--- src/rtl/chroma_key_pipe.sv ---
// Three-stage chroma keyer: scores the key channel against the other two and
// replaces strongly keyed pixels with black or a supplied background colour.
module chroma_key_pipe #(
    parameter int DW             = 8,
    parameter int KEY_CH         = 1,
    parameter int PASS_W         = 24,
    parameter int CNT_W          = 20,
    parameter int THRESH_DEFAULT = 82906
) (
    input  logic              clk,
    input  logic              rst_n,
    input  logic              in_valid,
    input  logic [DW-1:0]     r,
    input  logic [DW-1:0]     g,
    input  logic [DW-1:0]     b,
    input  logic [PASS_W-1:0] pass_in,
    input  logic              key_en,
    input  logic              bg_sel,
    input  logic [DW-1:0]     bg_r,
    input  logic [DW-1:0]     bg_g,
    input  logic [DW-1:0]     bg_b,
    input  logic              thr_wr,
    input  logic [3*DW+2:0]   thr_in,
    input  logic              frame_start,
    output logic              out_valid,
    output logic [DW-1:0]     outR,
    output logic [DW-1:0]     outG,
    output logic [DW-1:0]     outB,
    output logic [PASS_W-1:0] pass_thru,
    output logic [CNT_W-1:0]  key_count,
    output logic              keyed
);
    localparam int TW = 3*DW+3;

    logic [DW-1:0] k_in, o1_in, o2_in;
    logic signed [DW:0] d1_in, d2_in;

    always_comb begin
        k_in  = g;
        o1_in = r;
        o2_in = b;
        case (KEY_CH)
            0: begin k_in = r; o1_in = g; o2_in = b; end
            2: begin k_in = b; o1_in = r; o2_in = g; end
            default: begin k_in = g; o1_in = r; o2_in = b; end
        endcase
    end

    assign d1_in = $signed({1'b0, k_in}) - $signed({1'b0, o1_in});
    assign d2_in = $signed({1'b0, k_in}) - $signed({1'b0, o2_in});

    // S1
    logic                v1, ken1, bgs1;
    logic [DW-1:0]       r1, g1, b1, k1, bgr1, bgg1, bgb1;
    logic signed [DW:0]  d1_1, d2_1;
    logic [PASS_W-1:0]   pass1;

    always_ff @(posedge clk or negedge rst_n) begin
        if (!rst_n) begin
            v1 <= 1'b0; ken1 <= 1'b0; bgs1 <= 1'b0;
            r1 <= '0; g1 <= '0; b1 <= '0; k1 <= '0;
            bgr1 <= '0; bgg1 <= '0; bgb1 <= '0;
            d1_1 <= '0; d2_1 <= '0; pass1 <= '0;
        end else begin
            v1 <= in_valid; ken1 <= key_en; bgs1 <= bg_sel;
            r1 <= r; g1 <= g; b1 <= b; k1 <= k_in;
            bgr1 <= bg_r; bgg1 <= bg_g; bgb1 <= bg_b;
            d1_1 <= d1_in; d2_1 <= d2_in; pass1 <= pass_in;
        end
    end

    // Both differences strictly positive, so their low DW bits are the magnitudes.
    logic            both_pos;
    logic [2*DW-1:0] prod_s1;
    assign both_pos = !d1_1[DW] && (d1_1 != '0) && !d2_1[DW] && (d2_1 != '0);
    assign prod_s1  = both_pos ? ({{DW{1'b0}}, d1_1[DW-1:0]} * {{DW{1'b0}}, d2_1[DW-1:0]}) : '0;

    // S2
    logic              v2, ken2, bgs2;
    logic [DW-1:0]     r2, g2, b2, k2, bgr2, bgg2, bgb2;
    logic [2*DW-1:0]   prod2;
    logic [PASS_W-1:0] pass2;

    always_ff @(posedge clk or negedge rst_n) begin
        if (!rst_n) begin
            v2 <= 1'b0; ken2 <= 1'b0; bgs2 <= 1'b0;
            r2 <= '0; g2 <= '0; b2 <= '0; k2 <= '0;
            bgr2 <= '0; bgg2 <= '0; bgb2 <= '0;
            prod2 <= '0; pass2 <= '0;
        end else begin
            v2 <= v1; ken2 <= ken1; bgs2 <= bgs1;
            r2 <= r1; g2 <= g1; b2 <= b1; k2 <= k1;
            bgr2 <= bgr1; bgg2 <= bgg1; bgb2 <= bgb1;
            prod2 <= prod_s1; pass2 <= pass1;
        end
    end

    logic [TW-1:0]    thr_q, score, k_ext, p_ext;
    logic             hit, inc;
    logic [CNT_W-1:0] cnt_q, cnt_nxt;

    assign k_ext   = TW'(k2);
    assign p_ext   = TW'(prod2);
    assign score   = k_ext * p_ext;
    assign hit     = ken2 && (score > thr_q);
    assign inc     = v2 && hit;
    assign cnt_nxt = (inc && (cnt_q != '1)) ? cnt_q + CNT_W'(1) : cnt_q;

    always_ff @(posedge clk or negedge rst_n) begin
        if (!rst_n) begin
            thr_q <= TW'(THRESH_DEFAULT);
        end else if (thr_wr) begin
            thr_q <= thr_in;
        end
    end

    // S3: output register and keyed-pixel counter
    always_ff @(posedge clk or negedge rst_n) begin
        if (!rst_n) begin
            out_valid <= 1'b0; keyed <= 1'b0;
            outR <= '0; outG <= '0; outB <= '0; pass_thru <= '0;
            cnt_q <= '0; key_count <= '0;
        end else begin
            out_valid <= v2;
            keyed     <= inc;
            pass_thru <= pass2;
            if (hit) begin
                outR <= bgs2 ? bgr2 : '0;
                outG <= bgs2 ? bgg2 : '0;
                outB <= bgs2 ? bgb2 : '0;
            end else begin
                outR <= r2; outG <= g2; outB <= b2;
            end
            if (frame_start) begin
                key_count <= cnt_nxt;
                cnt_q     <= '0;
            end else begin
                cnt_q <= cnt_nxt;
            end
        end
    end
endmodule

--- config.mk ---
export PLATFORM = sky130hd
export DESIGN_NAME = chroma_key_pipe
export DESIGN_NICKNAME = d
export VERILOG_FILES = /design/src/rtl/chroma_key_pipe.sv
export SDC_FILE = /design/constraint.sdc
export NUM_CORES = 1
export LEC_CHECK = 0
export CAP_MARGIN = 40
export CORE_ASPECT_RATIO = 0.6
export CORE_MARGIN = 2
export CORE_UTILIZATION = 55
export DETAILED_ROUTE_END_ITERATION = 6
export GPL_TIMING_DRIVEN = 0
export PLACE_DENSITY = 0.78
export REMOVE_ABC_BUFFERS = 1
export SLEW_MARGIN = 20
export SYNTH_ARGS = -nofsm -noshare
export SYNTH_HDL_FRONTEND = slang
export SYNTH_SLANG_ARGS = --single-unit
export TNS_END_PERCENT = 20
--- constraint.sdc ---
create_clock -name clk -period 7.3 [get_ports clk]
set_input_delay 0.73 -clock clk [delete_from_list [all_inputs] [get_ports clk]]
set_output_delay 0.73 -clock clk [all_outputs]
set_load 0.03 [all_outputs]
==> impl_metrics.sql <==
INSERT INTO impl_metrics (metric_group, metric, value, unit) VALUES
('timing', 'worst_hold_margin', '108', 'ps'),
('die', 'core_area', '0.0291', 'sq mm'),
('clock_tree', 'tritoncts_clock_tree', 'yes', ''),
('synth', 'yosysWarnings', '0', ''),
('clock_tree', 'cts.htree.levels', '1', ''),
('synth', 'synth.yosys.seq_area_share', '45.9', '%'),
('clock_tree', 'clk_pin_slew_worst_paths', '70', 'ps'),
('global_route', 'most_heavily_used_metal_layer_in_global_routing', 'met2', ''),
('die', 'chipWidth', '227', 'um'),
('critical_path', 'path_max_fanout', '17', ''),
('critical_path', 'worstSetupStartpointType', 'flip-flop', ''),
('route', 'num_vias', '11100', ''),
('synth', 'async_flop_share', '100', '%'),
('min_path', 'min-delay-path-class', 'in -> async', ''),
('critical_path', 'most_common_cell_type_on_the_critical_path', 'sky130_fd_sc_hd__fa_1', ''),
('global_route', 'use_met1', '34.8', '%'),
('clock_tree', 'clk-insertion-delay-late', '570', 'ps'),
('synth', 'syn_area_per_cell', '10.9', 'sq um'),
('synth', 'synth_cells', '1513', ''),
('critical_path', 'cp_cell_instances', 'and2_1, fa_1, fa_1, fa_1, inv_1, fa_1, inv_1, ha_1, and3_4, and3_1, nand3_1, a211o_1, a211oi_2, a211oi_1, xnor2_1, ha_1, o21ai_0, o21ai_0, o211ai_1, a211oi_4, nand2_4, or4b_1, a21oi_1', ''),
('route', 'totalWireLength', '36600', 'um'),
('synth', 'yosys_register_bits', '301', ''),
('global_route', 'grt_usage', '24.5', '%'),
('global_route', 'maximum_number_of_pins_on_one_net_before_global_route_repair', '105', ''),
('clock_tree', 'clock-root-buffer', 'sky130_fd_sc_hd__clkbuf_16', ''),
('die', 'floorplan.initialDensity', '56.5', '%'),
('global_route', 'wire_length_of_the_first_global_routing_pass', '59500', 'um'),
('timing', 'final_min_period_over_clock_period', '96.9', '%'),
('timing', 'setup_tns', '0', 'ps'),
('timing', 'clock.fmax', '141', 'MHz'),
('timing', 'final_period_minus_worst_setup_slack', '7070', 'ps'),
('timing', 'timing.final.hold_violations', '0', ''),
('synth', 'post_synth_instance_area', '0.0164', 'sq mm'),
('die', 'die_h', '138', 'um'),
('critical_path', 'cp.buffers_inverters', '2', ''),
('clock_tree', 'tritoncts.num_buffers', '26', ''),
('pwr', 'share_seq_of_total_power', '31.4', '%'),
('pwr', 'net-switching-power', '0.00234', 'W'),
('timing', 'final-max-slew-violation-count', '0', ''),
('critical_path', 'r2r_cells', '23', ''),
('finish', 'filler_cells', '2121', ''),
('route', 'antenna_left', '0', ''),
('synth', 'synth-main-ff-cell', 'sky130_fd_sc_hd__dfrtp_1', ''),
('critical_path', 'worst-path-stages', '23', ''),
('placed_design', 'post-dp-hpwl', '27300', 'um'),
('run_status', 'outcome', 'finished clean', ''),
('global_route', 'antenna_violations_before_repair', '3', ''),
('critical_path', 'crit_slowest_cell', 'sky130_fd_sc_hd__dfrtp_4', ''),
('global_route', 'global_route.overflow_total', '0', ''),
('pwr', 'max-vdd-ir-drop', '0.366', 'mV'),
('synth', 'synth-edff-count', '0', ''),
('timing', 'worst_slew_margin_rel', '25.5', '%'),
('critical_path', 'criticalPathCategory', 'reg -> reg', ''),
('timing', 'grt_setup_unrepaired', 'false', ''),
('clock_tree', 'cts_num_sinks', '301', ''),
('timing', 'finalSetupViolCount', '0', ''),
('job', 'max_cap_violations', '0', ''),
('synth', 'yosysUniqueCellTypes', '57', ''),
('finish', 'synthToLayoutAreaGrowth', '19.5', '%'),
('pwr', 'leakage_dissipation', '9.62', 'nW'),
('finish', 'fin_nets', '2037', ''),
('global_route', 'grt_pass1_vias', '11400', ''),
('die', 'io_pins', '176', ''),
('global_route', 'global_route.usage.met2', '37.4', '%'),
('clock_tree', 'cts-root-to-sink-buffers', '3', ''),
('route', 'routed_via_density', '5.29', ''),
('timing', 'worstMarginPinSlew', '1090', 'ps'),
('route', 'first_iter_violations', '879', ''),
('route', 'route.detailed.drc', '0', ''),
('pwr', 'power-per-cell-area', '312', 'mW/mm^2'),
('die', 'row_count', '48', '');
[synthesized netlist by cell type (2+ instances only)]
cell / n / share of area (%)
sky130_fd_sc_hd__a2111oi_0: 3 / 0.16
sky130_fd_sc_hd__a211o_1: 2 / 0.11
sky130_fd_sc_hd__a211oi_1: 9 / 0.41
sky130_fd_sc_hd__a21boi_0: 2 / 0.091
sky130_fd_sc_hd__a21o_1: 17 / 0.78
sky130_fd_sc_hd__a21oi_1: 52 / 1.6
sky130_fd_sc_hd__a31oi_1: 8 / 0.30
sky130_fd_sc_hd__and2_1: 116 / 4.4
sky130_fd_sc_hd__and3_1: 9 / 0.34
sky130_fd_sc_hd__and4_1: 2 / 0.11
sky130_fd_sc_hd__buf_1: 4 / 0.091
sky130_fd_sc_hd__buf_2: 3 / 0.091
sky130_fd_sc_hd__buf_4: 4 / 0.18
sky130_fd_sc_hd__buf_6: 2 / 0.14
sky130_fd_sc_hd__clkbuf_1: 32 / 0.73
sky130_fd_sc_hd__dfrtp_1: 292 / 44
sky130_fd_sc_hd__dfstp_2: 9 / 1.4
sky130_fd_sc_hd__fa_1: 122 / 15
sky130_fd_sc_hd__ha_1: 121 / 9.2
sky130_fd_sc_hd__inv_1: 222 / 5.1
sky130_fd_sc_hd__mux2_2: 4 / 0.27
sky130_fd_sc_hd__nand2_1: 177 / 4.0
sky130_fd_sc_hd__nand2b_1: 4 / 0.15
sky130_fd_sc_hd__nand3_1: 26 / 0.79
sky130_fd_sc_hd__nand3_2: 2 / 0.12
sky130_fd_sc_hd__nand3b_1: 2 / 0.091
sky130_fd_sc_hd__nand4_1: 7 / 0.27
sky130_fd_sc_hd__nand4_2: 2 / 0.15
sky130_fd_sc_hd__nor2_1: 71 / 1.6
sky130_fd_sc_hd__nor2b_1: 2 / 0.076
sky130_fd_sc_hd__nor3_1: 14 / 0.43
sky130_fd_sc_hd__nor4_1: 6 / 0.23
sky130_fd_sc_hd__o211ai_1: 2 / 0.091
sky130_fd_sc_hd__o21a_1: 4 / 0.18
sky130_fd_sc_hd__o21ai_0: 70 / 2.1
sky130_fd_sc_hd__o21bai_1: 2 / 0.091
sky130_fd_sc_hd__o31ai_1: 9 / 0.41
sky130_fd_sc_hd__o41ai_1: 2 / 0.11
sky130_fd_sc_hd__or2_2: 2 / 0.076
sky130_fd_sc_hd__or3_1: 3 / 0.11
sky130_fd_sc_hd__or4_1: 3 / 0.14
sky130_fd_sc_hd__or4_4: 4 / 0.27
sky130_fd_sc_hd__or4b_1: 2 / 0.12
sky130_fd_sc_hd__xnor2_1: 27 / 1.4
sky130_fd_sc_hd__xor2_1: 23 / 1.2
[worst register-to-register path: stages (launching register included)]
cell	delay, ps
sky130_fd_sc_hd__dfrtp_4	580
sky130_fd_sc_hd__and2_1	200
sky130_fd_sc_hd__fa_1	480
sky130_fd_sc_hd__fa_1	520
sky130_fd_sc_hd__fa_1	550
sky130_fd_sc_hd__inv_1	50
sky130_fd_sc_hd__fa_1	530
sky130_fd_sc_hd__inv_1	40
sky130_fd_sc_hd__ha_1	360
sky130_fd_sc_hd__and3_4	230
sky130_fd_sc_hd__and3_1	150
sky130_fd_sc_hd__nand3_1	130
sky130_fd_sc_hd__a211o_1	390
sky130_fd_sc_hd__a211oi_2	230
sky130_fd_sc_hd__a211oi_1	90
sky130_fd_sc_hd__xnor2_1	140
sky130_fd_sc_hd__ha_1	300
sky130_fd_sc_hd__o21ai_0	90
sky130_fd_sc_hd__o21ai_0	230
sky130_fd_sc_hd__o211ai_1	260
sky130_fd_sc_hd__a211oi_4	470
sky130_fd_sc_hd__nand2_4	180
sky130_fd_sc_hd__or4b_1	580
sky130_fd_sc_hd__a21oi_1	200
[kinds of logic after synthesis]
kind of cell / after synthesis / share of synthesized area [%]
flops: 301 / 45.9
compound gates: 190 / 6.97
xor+xnor: 50 / 2.67
mux: 5 / 0.335
simple gates: 457 / 13.7
buf+inv: 267 / 6.31
fa+ha+maj: 243 / 24.1
[layout by cell type, fill, tap and decap left out, types with 4 or more instances in the layout]
cell type / count
sky130_fd_sc_hd__buf_4: 9
sky130_fd_sc_hd__nand2_1: 176
sky130_fd_sc_hd__nor2_1: 71
sky130_fd_sc_hd__nand2b_1: 4
sky130_fd_sc_hd__and3_1: 8
sky130_fd_sc_hd__clkinv_2: 4
sky130_fd_sc_hd__ha_1: 121
sky130_fd_sc_hd__xor2_1: 23
sky130_fd_sc_hd__xnor2_1: 27
sky130_fd_sc_hd__nand3_1: 26
sky130_fd_sc_hd__clkdlybuf4s50_1: 172
sky130_fd_sc_hd__inv_1: 222
sky130_fd_sc_hd__and2_1: 116
sky130_fd_sc_hd__fa_1: 122
sky130_fd_sc_hd__or4_4: 4
sky130_fd_sc_hd__a211oi_1: 7
sky130_fd_sc_hd__nor4_1: 6
sky130_fd_sc_hd__clkbuf_1: 5
sky130_fd_sc_hd__dfstp_2: 9
sky130_fd_sc_hd__o21a_1: 4
sky130_fd_sc_hd__mux2_2: 4
sky130_fd_sc_hd__a21oi_1: 52
sky130_fd_sc_hd__clkbuf_16: 26
sky130_fd_sc_hd__nor3_1: 14
sky130_fd_sc_hd__o31ai_1: 9
sky130_fd_sc_hd__nand4_1: 7
sky130_fd_sc_hd__a31oi_1: 8
sky130_fd_sc_hd__dfrtp_1: 286
sky130_fd_sc_hd__o21ai_0: 68
sky130_fd_sc_hd__a21o_1: 17
sky130_fd_sc_hd__clkbuf_8: 6
[stage by stage]
stage / instances / power [W] / setup slack [ps] / utilization, % / area [sq um]
final: 2107 / 0.00612 / 227 / 67.5 / 19600
after detailed placement: 2048 / 0.00465 / -868 / 64.0 / 18600
after floorplan: 1468 / 0.00397 / -70.0 / - / 16200
after global placement: 2043 / 0.00454 / -6760 / 63.6 / 18500
after global routing: 2106 / 0.00663 / 2.55 / 67.5 / 19600
after CTS: 2095 / 0.00611 / 14.9 / 67.1 / 19500
[state kept, by name (all words and copies together) (netlist names), 9 cells and up]
name       cells
thr_q         27
pass1         24
pass2         24
pass_thru     24
cnt_q         20
key_count     20
prod2         16
d1_1           9
d2_1           9
[layer usage]
metal,up-vias,share of wire (%)
li1,5159,-
met1,5564,45
met2,355,44
met3,60,9.2
met4,2,2.3
met5,-,0.036
[path summary, 6_finish.rpt]
check                      slack (ps)   from       end
min in group clk                  340  b1[0]     b2[0]
max in group asynchronous        6310  rst_n     k2[6]
max                               230  k2[6]  cnt_q[9]
min reg2reg                       340  b1[0]     b2[0]
max reg2reg                       230  k2[6]  cnt_q[9]
min                               110  rst_n  pass1[4]
[power by group through the flow]
stage                     combinational [W]  sequential (W)  clock (W)
after floorplan                     0.00204         0.00193          0
after global placement              0.00259         0.00195          0
after detailed placement            0.00270         0.00195          0
after CTS                           0.00275         0.00192    0.00144
after global routing                0.00319         0.00193    0.00151
final                               0.00279         0.00192    0.00141
[repair_timing]
action / in CTS / in global routing
endpoints found under the hold margin: 0 / 0
setup buffers: 1 / 9
cloned: 0 / 1
setup endpoints to repair: 65 / 38
pin swaps: 1 / 4
resized for setup: 9 / 9
[final cells by class]
| class | count | area [sq um] | area share [%] |
|---|---|---|---|
| Antenna cell | 1 | 2.50 | 0.0127 |
| Clock buffer | 37 | 752 | 3.83 |
| Clock inverter | 9 | 128 | 0.650 |
| Inverter | 222 | 833 | 4.24 |
| Multi-Input combinational cell | 946 | 7900 | 40.2 |
| Sequential cell | 301 | 7560 | 38.5 |
| Tap cell | 400 | 500 | 2.55 |
| Timing Repair Buffer | 191 | 1960 | 9.98 |
Power figures use the tool's default switching activity.
